$ cat src/rtl/reg_writeback_pkg.sv
// Shared widths and the load-return queue entry for the writeback block.
package reg_writeback_pkg;

    localparam int DATA_W     = 32;
    localparam int REG_ADDR_W = 3;
    localparam int NUM_REGS   = 8;
    localparam int LQ_DEPTH   = 4;
    localparam int PTR_W      = $clog2(LQ_DEPTH);
    localparam int CNT_W      = PTR_W + 1;

    typedef struct packed {
        logic [REG_ADDR_W-1:0] dest;
        logic [DATA_W-1:0]     data;
    } lqEntry_t;

endpackage

$ cat src/rtl/reg_writeback_load_queue.sv
// Load-return FIFO: one push, up to two pops per cycle, head/second peek
// and a mask of destination registers still waiting in the queue.
module wb_load_queue
    import reg_writeback_pkg::*;
(
    input  logic                clk,
    input  logic                reset,
    input  logic                push,
    input  lqEntry_t            pushEntry,
    input  logic [1:0]          popCnt,
    output lqEntry_t            headEntry,
    output lqEntry_t            nextEntry,
    output logic [CNT_W-1:0]    count,
    output logic [NUM_REGS-1:0] pending
);

    lqEntry_t         mem [LQ_DEPTH];
    logic [PTR_W-1:0] rdPtr;
    logic [PTR_W-1:0] wrPtr;

    always_ff @(posedge clk or posedge reset) begin
        if (reset) begin
            rdPtr <= '0;
            wrPtr <= '0;
            count <= '0;
        end else begin
            if (push) begin
                wrPtr <= wrPtr + PTR_W'(1);
            end
            rdPtr <= rdPtr + PTR_W'(popCnt);
            count <= count + CNT_W'(push) - CNT_W'(popCnt);
        end
    end

    // Storage needs no reset; validity comes from count alone.
    always_ff @(posedge clk) begin
        if (push) begin
            mem[wrPtr] <= pushEntry;
        end
    end

    assign headEntry = mem[rdPtr];
    assign nextEntry = mem[rdPtr + PTR_W'(1)];

    always_comb begin
        pending = '0;
        for (int i = 0; i < LQ_DEPTH; i++) begin
            if (CNT_W'(i) < count) begin
                pending[mem[rdPtr + PTR_W'(i)].dest] = 1'b1;
            end
        end
    end

endmodule

$ cat src/rtl/reg_writeback.sv
// Two-port register writeback: staged ALU results own their port, queued
// load returns fill free ports, and the younger port wins on a dest clash.
module reg_writeback
    import reg_writeback_pkg::*;
(
    input  logic                  clk,
    input  logic                  reset,
    input  logic                  aluValid1,
    input  logic                  aluValid2,
    input  logic [REG_ADDR_W-1:0] aluDest1,
    input  logic [REG_ADDR_W-1:0] aluDest2,
    input  logic [DATA_W-1:0]     aluData1,
    input  logic [DATA_W-1:0]     aluData2,
    input  logic                  ldValid,
    input  logic [REG_ADDR_W-1:0] ldDest,
    input  logic [DATA_W-1:0]     ldData,
    output logic                  ldReady,
    output logic                  regWrite1,
    output logic                  regWrite2,
    output logic [REG_ADDR_W-1:0] destReg1,
    output logic [REG_ADDR_W-1:0] destReg2,
    output logic [DATA_W-1:0]     writeData1,
    output logic [DATA_W-1:0]     writeData2,
    output logic [NUM_REGS-1:0]   pending
);

    logic             slot1Valid;
    logic             slot2Valid;
    lqEntry_t         slot1;
    lqEntry_t         slot2;
    logic             alive;

    lqEntry_t         headEntry;
    lqEntry_t         nextEntry;
    logic [CNT_W-1:0] lqCount;
    logic [1:0]       popCnt;
    logic             push;

    logic             ld1;
    logic             ld2;
    logic             en1;
    logic             en2;
    logic             collide;
    lqEntry_t         port1;
    lqEntry_t         port2;

    always_ff @(posedge clk or posedge reset) begin
        if (reset) begin
            slot1Valid <= 1'b0;
            slot2Valid <= 1'b0;
            slot1      <= '0;
            slot2      <= '0;
            alive      <= 1'b0;
        end else begin
            slot1Valid <= aluValid1;
            slot2Valid <= aluValid2;
            slot1      <= '{dest: aluDest1, data: aluData1};
            slot2      <= '{dest: aluDest2, data: aluData2};
            alive      <= 1'b1;
        end
    end

    // Held low through reset and until the first edge after it.
    assign ldReady = alive && (lqCount < CNT_W'(LQ_DEPTH));
    assign push    = ldValid && ldReady;

    always_comb begin
        ld1 = !slot1Valid && (lqCount != '0);
        ld2 = !slot2Valid &&
              (lqCount > (ld1 ? CNT_W'(1) : CNT_W'(0)));
        en1 = slot1Valid || ld1;
        en2 = slot2Valid || ld2;

        port1 = ld1 ? headEntry : slot1;
        if (slot2Valid) begin
            port2 = slot2;
        end else begin
            port2 = ld1 ? nextEntry : headEntry;
        end

        // A discarded port-1 load still leaves the queue.
        collide = en1 && en2 && (port1.dest == port2.dest);
        popCnt  = {1'b0, ld1} + {1'b0, ld2};

        regWrite1  = en1 && !collide;
        regWrite2  = en2;
        destReg1   = regWrite1 ? port1.dest : '0;
        writeData1 = regWrite1 ? port1.data : '0;
        destReg2   = regWrite2 ? port2.dest : '0;
        writeData2 = regWrite2 ? port2.data : '0;
    end

    wb_load_queue u_lq (
        .clk       (clk),
        .reset     (reset),
        .push      (push),
        .pushEntry ('{dest: ldDest, data: ldData}),
        .popCnt    (popCnt),
        .headEntry (headEntry),
        .nextEntry (nextEntry),
        .count     (lqCount),
        .pending   (pending)
    );

endmodule

$ cat config.mk
export PLATFORM = sky130hd
export DESIGN_NAME = reg_writeback
export DESIGN_NICKNAME = d
export VERILOG_FILES = /design/src/rtl/reg_writeback_pkg.sv /design/src/rtl/reg_writeback_load_queue.sv /design/src/rtl/reg_writeback.sv
export SDC_FILE = /design/constraint.sdc
export NUM_CORES = 1
export LEC_CHECK = 0
export ABC_AREA = 1
export CAP_MARGIN = 15
export CORE_ASPECT_RATIO = 1.2
export CORE_MARGIN = 4
export CORE_UTILIZATION = 31
export CTS_CLUSTER_SIZE = 30
export DETAILED_ROUTE_END_ITERATION = 10
export GPL_ROUTABILITY_DRIVEN = 0
export PLACE_DENSITY = 0.56
export SYNTH_ARGS = -nofsm -noshare
export SYNTH_HDL_FRONTEND = slang
export SYNTH_SLANG_ARGS = --single-unit
$ cat constraint.sdc
create_clock -name clk -period 4 [get_ports clk]
set_clock_uncertainty 0.05 [all_clocks]
set_input_delay 0.4 -clock clk [delete_from_list [all_inputs] [get_ports clk]]
set_output_delay 0.4 -clock clk [all_outputs]
set_load 0.01 [all_outputs]
Word level (Yosys, flattened, before mapping)
Memories as Yosys holds them, arrays and structs flattened.
Cells that the tools add are included.
{"block": "word_totals", "ff_bits": 80, "latch_bits": 0, "mem_bits_rw": 140, "rom_bits": 0, "in_bits": 110, "output_inout_bits": 81, "elab_cells": 76, "mem_count": 1}
{"block": "op_classes", "n_addsub": 8, "n_mul": 0, "div": 0, "magnitude_cmp": 14, "n_eq_ne": 1, "n_shift": 0, "mux": 22, "bitwise": 3, "reduce_logical": 17}
{"memory": "u_lq.mem", "depth": 4, "word_bits": 35, "read_ports": 4, "rd_clocked_by_memory_dff": 0, "wr": 1, "line_no": "reg_writeback_load_queue.sv:17", "text": "lqEntry_t mem [LQ_DEPTH];"}
{"cell": "35-bit 2-to-1 mux", "count": 3}
{"cell": "32-bit 2-to-1 mux", "count": 2}
{"cell": "8-bit 2-to-1 mux", "count": 4}
{"cell": "8-bit bitwise OR", "count": 3}
{"cell": "3-bit by 4-bit less-than comparator with 1-bit output (second input constant)", "count": 4}
{"cell": "1-bit demux with 3-bit select", "count": 4}
{"cell": "3-bit by 1-bit greater-or-equal comparator with 1-bit output (second input constant)", "count": 4}
{"cell": "1-bit logical AND", "count": 11}
{"cell": "1-bit 2-to-1 mux", "count": 7}
{"cell": "1-bit by 3-bit less-than comparator with 1-bit output (first input constant)", "count": 2}
{"cell": "2-bit by 3-bit less-than comparator with 1-bit output (first input constant)", "count": 2}
{"cell": "3-bit 2-to-1 mux", "count": 2}
{"cell": "2-bit by 1-bit adder with 2-bit output (second input constant)", "count": 2}
{"cell": "2-bit adder (second input constant)", "count": 2}
{"cell": "3-bit by 1-bit adder with 3-bit output", "count": 1}
{"cell": "3-bit == test", "count": 1}
{"cell": "3-bit by 1-bit greater-than comparator with 1-bit output", "count": 1}
{"cell": "1-bit zero test", "count": 3}
{"cell": "3-bit less-than comparator (second input constant)", "count": 1}
{"cell": "3-bit nonzero test", "count": 1}
{"cell": "3-bit by 2-bit subtractor with 3-bit output", "count": 1}
{"cell": "1-bit by 1-bit adder with 2-bit output", "count": 1}
{"cell": "2-bit adder", "count": 1}
{"cell": "1-bit logical OR", "count": 2}

Depth between registers and ports, before layout
An unclocked memory read counts as a cell.
{"block": "logic_depth", "depth_word": 12, "mapped_depth": 15, "depth_no_buf": 13}

Modules after synthesis
A second synthesis with hierarchy kept.
{"block": "hier_totals", "hier_cells": 1156, "area_unflattened_um2": 10766.6}
{"mod": "wb_load_queue", "instances": 1, "cells_each": 668, "area_each_um2": 7050.5, "seq_area_each_um2": 4379.2}
{"mod": "reg_writeback", "instances": 1, "cells_each": 488, "area_each_um2": 3716.1, "seq_area_each_um2": 1826.8}

Worst setup path after synthesis
Ideal clock, no wire load.
{"block": "synth_path", "path_type": "register -> register", "from": "register u_lq.count[2]", "to": "register u_lq.count[2]", "setup_ns": 0.079, "t_arrival_ns": 2.772, "t_required_ns": 3.871, "slack_ns": 1.099, "path_stages_with_launch": 14, "path_buffers": 4, "synth_period_minus_slack_ns": 2.901, "path_cell_list": "dfrtp_1 > nor2_4 > a21oi_1 > buf_4 > buf_2 > buf_4 > buf_2 > ha_1 > ha_1 > inv_1 > ha_1 > fa_1 > xnor2_1 > xor2_1"}
{"block": "synth_between", "elab_chain_len": 7, "elab_cells_between_ends": 11, "cone_classes": "add/sub (3); order compare (2); mux (1); reduce/logical (5)"}
{"item": "from (decl)", "line_no": "reg_writeback_load_queue.sv:13", "text": "output logic [CNT_W-1:0] count,"}
{"item": "from (signal assigned)", "line_no": "reg_writeback_load_queue.sv:31", "text": "count <= count + CNT_W'(push) - CNT_W'(popCnt);"}
{"item": "3-bit nonzero test", "line_no": "reg_writeback.sv:68", "text": "ld1 = !slot1Valid && (lqCount != '0);"}
{"item": "1-bit logical AND", "line_no": "reg_writeback.sv:68"}
{"item": "1-bit 2-to-1 mux", "line_no": "reg_writeback.sv:70", "text": "(lqCount > (ld1 ? CNT_W'(1) : CNT_W'(0)));"}
{"item": "3-bit by 1-bit greater-than comparator with 1-bit output", "line_no": "reg_writeback.sv:70"}
{"item": "1-bit logical AND", "line_no": "reg_writeback.sv:69", "text": "ld2 = !slot2Valid &&"}
{"item": "1-bit by 1-bit adder with 2-bit output", "line_no": "reg_writeback.sv:83", "text": "popCnt = {1'b0, ld1} + {1'b0, ld2};"}
{"item": "3-bit by 2-bit subtractor with 3-bit output (*)", "line_no": "reg_writeback_load_queue.sv:31"}
Every way passes the cells marked *; elsewhere a longest branch is shown, timed or not.
A chain may end at the register's enable or synchronous reset.

Worst setup path in the final report
{"block": "layout_path", "from": "register u_lq.rdPtr[1]", "to": "output port writeData2[7]"}
{"block": "layout_between", "elab_chain_len": 5}
{"item": "from (decl)", "line_no": "reg_writeback_load_queue.sv:18", "text": "logic [PTR_W-1:0] rdPtr;"}
{"item": "from (signal assigned)", "line_no": "reg_writeback_load_queue.sv:30", "text": "rdPtr <= rdPtr + PTR_W'(popCnt);"}
{"item": "2-bit by 1-bit adder with 2-bit output", "line_no": "reg_writeback_load_queue.sv:43", "text": "assign nextEntry = mem[rdPtr + PTR_W'(1)];"}
{"item": "memory read 4 x 35 bit (*)"}
{"item": "35-bit 2-to-1 mux (*)", "line_no": "reg_writeback.sv:78", "text": "port2 = ld1 ? nextEntry : headEntry;"}
{"item": "35-bit 2-to-1 mux (*)", "line_no": "reg_writeback.sv:75", "text": "if (slot2Valid) begin"}
{"item": "32-bit 2-to-1 mux (*)", "line_no": "reg_writeback.sv:90", "text": "writeData2 = regWrite2 ? port2.data : '0;"}
{"item": "to (decl)", "line_no": "reg_writeback.sv:23", "text": "output logic [DATA_W-1:0] writeData2,"}
Marked as above.

==> qor.txt <==
die area: 35700 um^2
area of the multi-input gates: 3370 um^2
DR pass1 iterations: 5
Worst R2R Start: u_lq.count[2]
Worst-Margin Slew: 0.800 ns
fill count: 3103
DRT iter0 DRCs: 390
layout cells sized above 1: 10.5%
Arr. time, crit path: 3.34 ns
setup TNS: 0 ns
reg-to-reg critical path endpoint: u_lq.count[2]
first-pass GRT wire length: 44.4 mm
multiplexer share of the synthesized area: 0%
Setup Crit Path Kind: flip-flop to output port
Crit. End Element: output port
Final Hold Fails: 0
CTS Buf Count: 26
area grow syn2layout: 32.0%
commonest non-fill, non-tap cell in the layout: clkdlybuf4s50_1
peak supply drop: 0.000393 V
I/O pins: 191
fmax: 264 MHz
Worst R2R Setup Slack: 1.00 ns
core area: 32300 um^2
largest family of logic cells by synthesized area: compound AO/OA/AOI/OAI gates
CTS Sinks: 220
WL/cell: 18.4 um
Async SR Flop Fraction: 36.4%
Synth area leaders: edfxtp_1, dfrtp_1, o22ai_1
dpl ws: 0.759 ns
FF+latch area: 6210 um^2
CP Data Required Time: 3.55 ns
initial core utilization: 31.5%
Seq/Total Area, Yosys: 61.1%
Post-synth EDFFs: 140
top_reg_cell synth: edfxtp_1
vias post-DR: 7857
Synth Area in XOR/XNOR: 0.431%
status: finished clean
setup bufs post-CTS: 0
FF+latch count, synth: 220
worst setup margin: 0.210 ns
peak fanout along the critical path: 32
dpl hpwl: 19.0 mm
root buffer cell: clkbuf_16
Synth Warn #: 0
maxcap violations: 0
largest net degree at the start of global routing: 69
nets: 1268
DRC violations left: 0
number of global-route vias before repair: 8119
r2r worst-path depth: 10
relative slew slack: 46.7%
routed wire length: 28.9 mm
period utilisation layout: 94.8%
synthesized-area fraction occupied by and/or/nand/nor cells: 14.4%
final std cell area, no fill: 13400 um^2
DIE HEIGHT: 206 um
worst skew pair latency: 0.52 ns
Site Rows: 72
die width: 173 um
Tmin final: 3.79 ns
GR Overflow Total: 0
CP Launch Point: u_lq.rdPtr[1]
Hold WC Path Type: input pin to flip-flop
Synth Area in Adders: 1.31%
CTS H-tree lvls: 1
final setup violation count: 0
Clock Path Buffers: 3
count of pins over their slew limit: 0
PwrDens: 762 nW/um^2
PostCTS Resize Cnt: 0
Syn Std Cell Area: 10100 um^2
CP endpoint: writeData2[7]
Hold Startpoint: aluData2[7]
Synth cell types: 40
leakage power: 5.02 nW
vias per cell: 4.99
Synth Instances: 967
RSZ-0062 raised after global routing: false
Compound-Gate Fraction of Synth Area: 16.6%
clk slew on worst S/H paths: 0.06 ns
Synth area leader: edfxtp_1
Post-DP Area: 12500 um^2
Antenna Nets Post-Route: 0
Port Buffers: 190
Synth top area share: 41.4%
Syn Area/Cell: 10.5 um^2
initial antenna violation count: 2
crit start category: flip-flop
worst hold slack: 0.262 ns
commonest non-fill, non-tap cells in the layout: clkdlybuf4s50_1, edfxtp_1, nor2_1
syn_nets: 1087
cts hold-fix bufs: 0
CTS tree: done
total track usage: 15.6%
==> how the worst min path moves through the flow <==
| stage | slack [ns] | cells after the start | to |
|---|---|---|---|
| finish | 0.26 | 1 | slot2[7] |
| CTS | 0.23 | 1 | slot2[7] |
| global route | 0.24 | 1 | slot2[34] |
| global placement | 0.50 | 1 | u_lq.count[2] |
| floorplan | 0.38 | 0 | slot1Valid |
| detailed placement | 0.51 | 1 | u_lq.count[2] |
==> where the power goes <==
group | internal [W] | switching, W | total (W)
registers | 0.00261 | 0.0000976 | 0.00271
clock network | 0.00156 | 0.000904 | 0.00247
logic | 0.00213 | 0.00290 | 0.00503
==> stage by stage <==
stage               cells  total power, W  utilization (%)
global route         1574          0.0109             41.5
CTS                  1574          0.0103             41.5
global placement     1527         0.00777             38.7
floorplan             967         0.00584                -
finish               1575          0.0102             41.6
detailed placement   1527         0.00783             38.7
==> cell families after synthesis <==
logic type,Yosys count
simple gates,309
compound gates,289
flops,220
buf+inv,133
fa+ha+maj,10
xor+xnor,5
other cells,1
==> layer usage <==
metal / part of all wire, % / up-vias / global-route usage [%]
li1: - / 3789 / -
met1: 43 / 3817 / 19.3
met2: 51 / 196 / 28.4
met3: 4.7 / 51 / 2.69
met4: 2.0 / 4 / 4.05
met5: 0.12 / - / 0
==> Yosys cell counts, types with 2 or more instances <==
library cell and n:
buf_12 3, o211ai_1 34, o21ai_0 101, nand3_1 24
buf_1 4, o22ai_1 96, buf_4 6, nand2_1 104
or2_2 3, edfxtp_1 140, a21oi_1 43, nor2_4 21
o21ai_1 5, ha_1 9, a32oi_1 2, inv_2 2
clkbuf_1 20, nand3_2 3, xor2_1 3, and2_1 2
buf_2 26, dfrtp_1 80, nor2_1 127, inv_1 69
nor2_2 11, o221ai_1 6, nand2_2 9, xnor2_1 2
==> final cells by class <==
type / instances / share of cell area (%)
clock buffer: 39 / 5.68
multi-input combinational: 614 / 25.2
clock inverter: 8 / 1.05
inverter: 73 / 2.10
timing repair buffer: 213 / 15.9
sequential: 220 / 46.3
antenna: 1 / 0.0187
tap: 407 / 3.80
==> worst max-delay path: stages, from the launching register on <==
cell and delay (ns):
dfrtp_1 0.56, clkinv_4 0.18, nand2_2 0.12, buf_4 0.35
o22ai_1 0.14, nor2_1 0.10, o21ai_0 0.14, o21ai_0 0.41
o211ai_1 0.17, inv_1 0.08, clkdlybuf4s50_1 0.53
==> flip-flops by register name, indices dropped and copies added (netlist names) <==
signal and cells:
alive 1, slot1 35, slot1Valid 1, slot2 35, slot2Valid 1, u_lq.count 3
u_lq.mem 140, u_lq.rdPtr 2, u_lq.wrPtr 2
(Power assumes the default switching activity.)
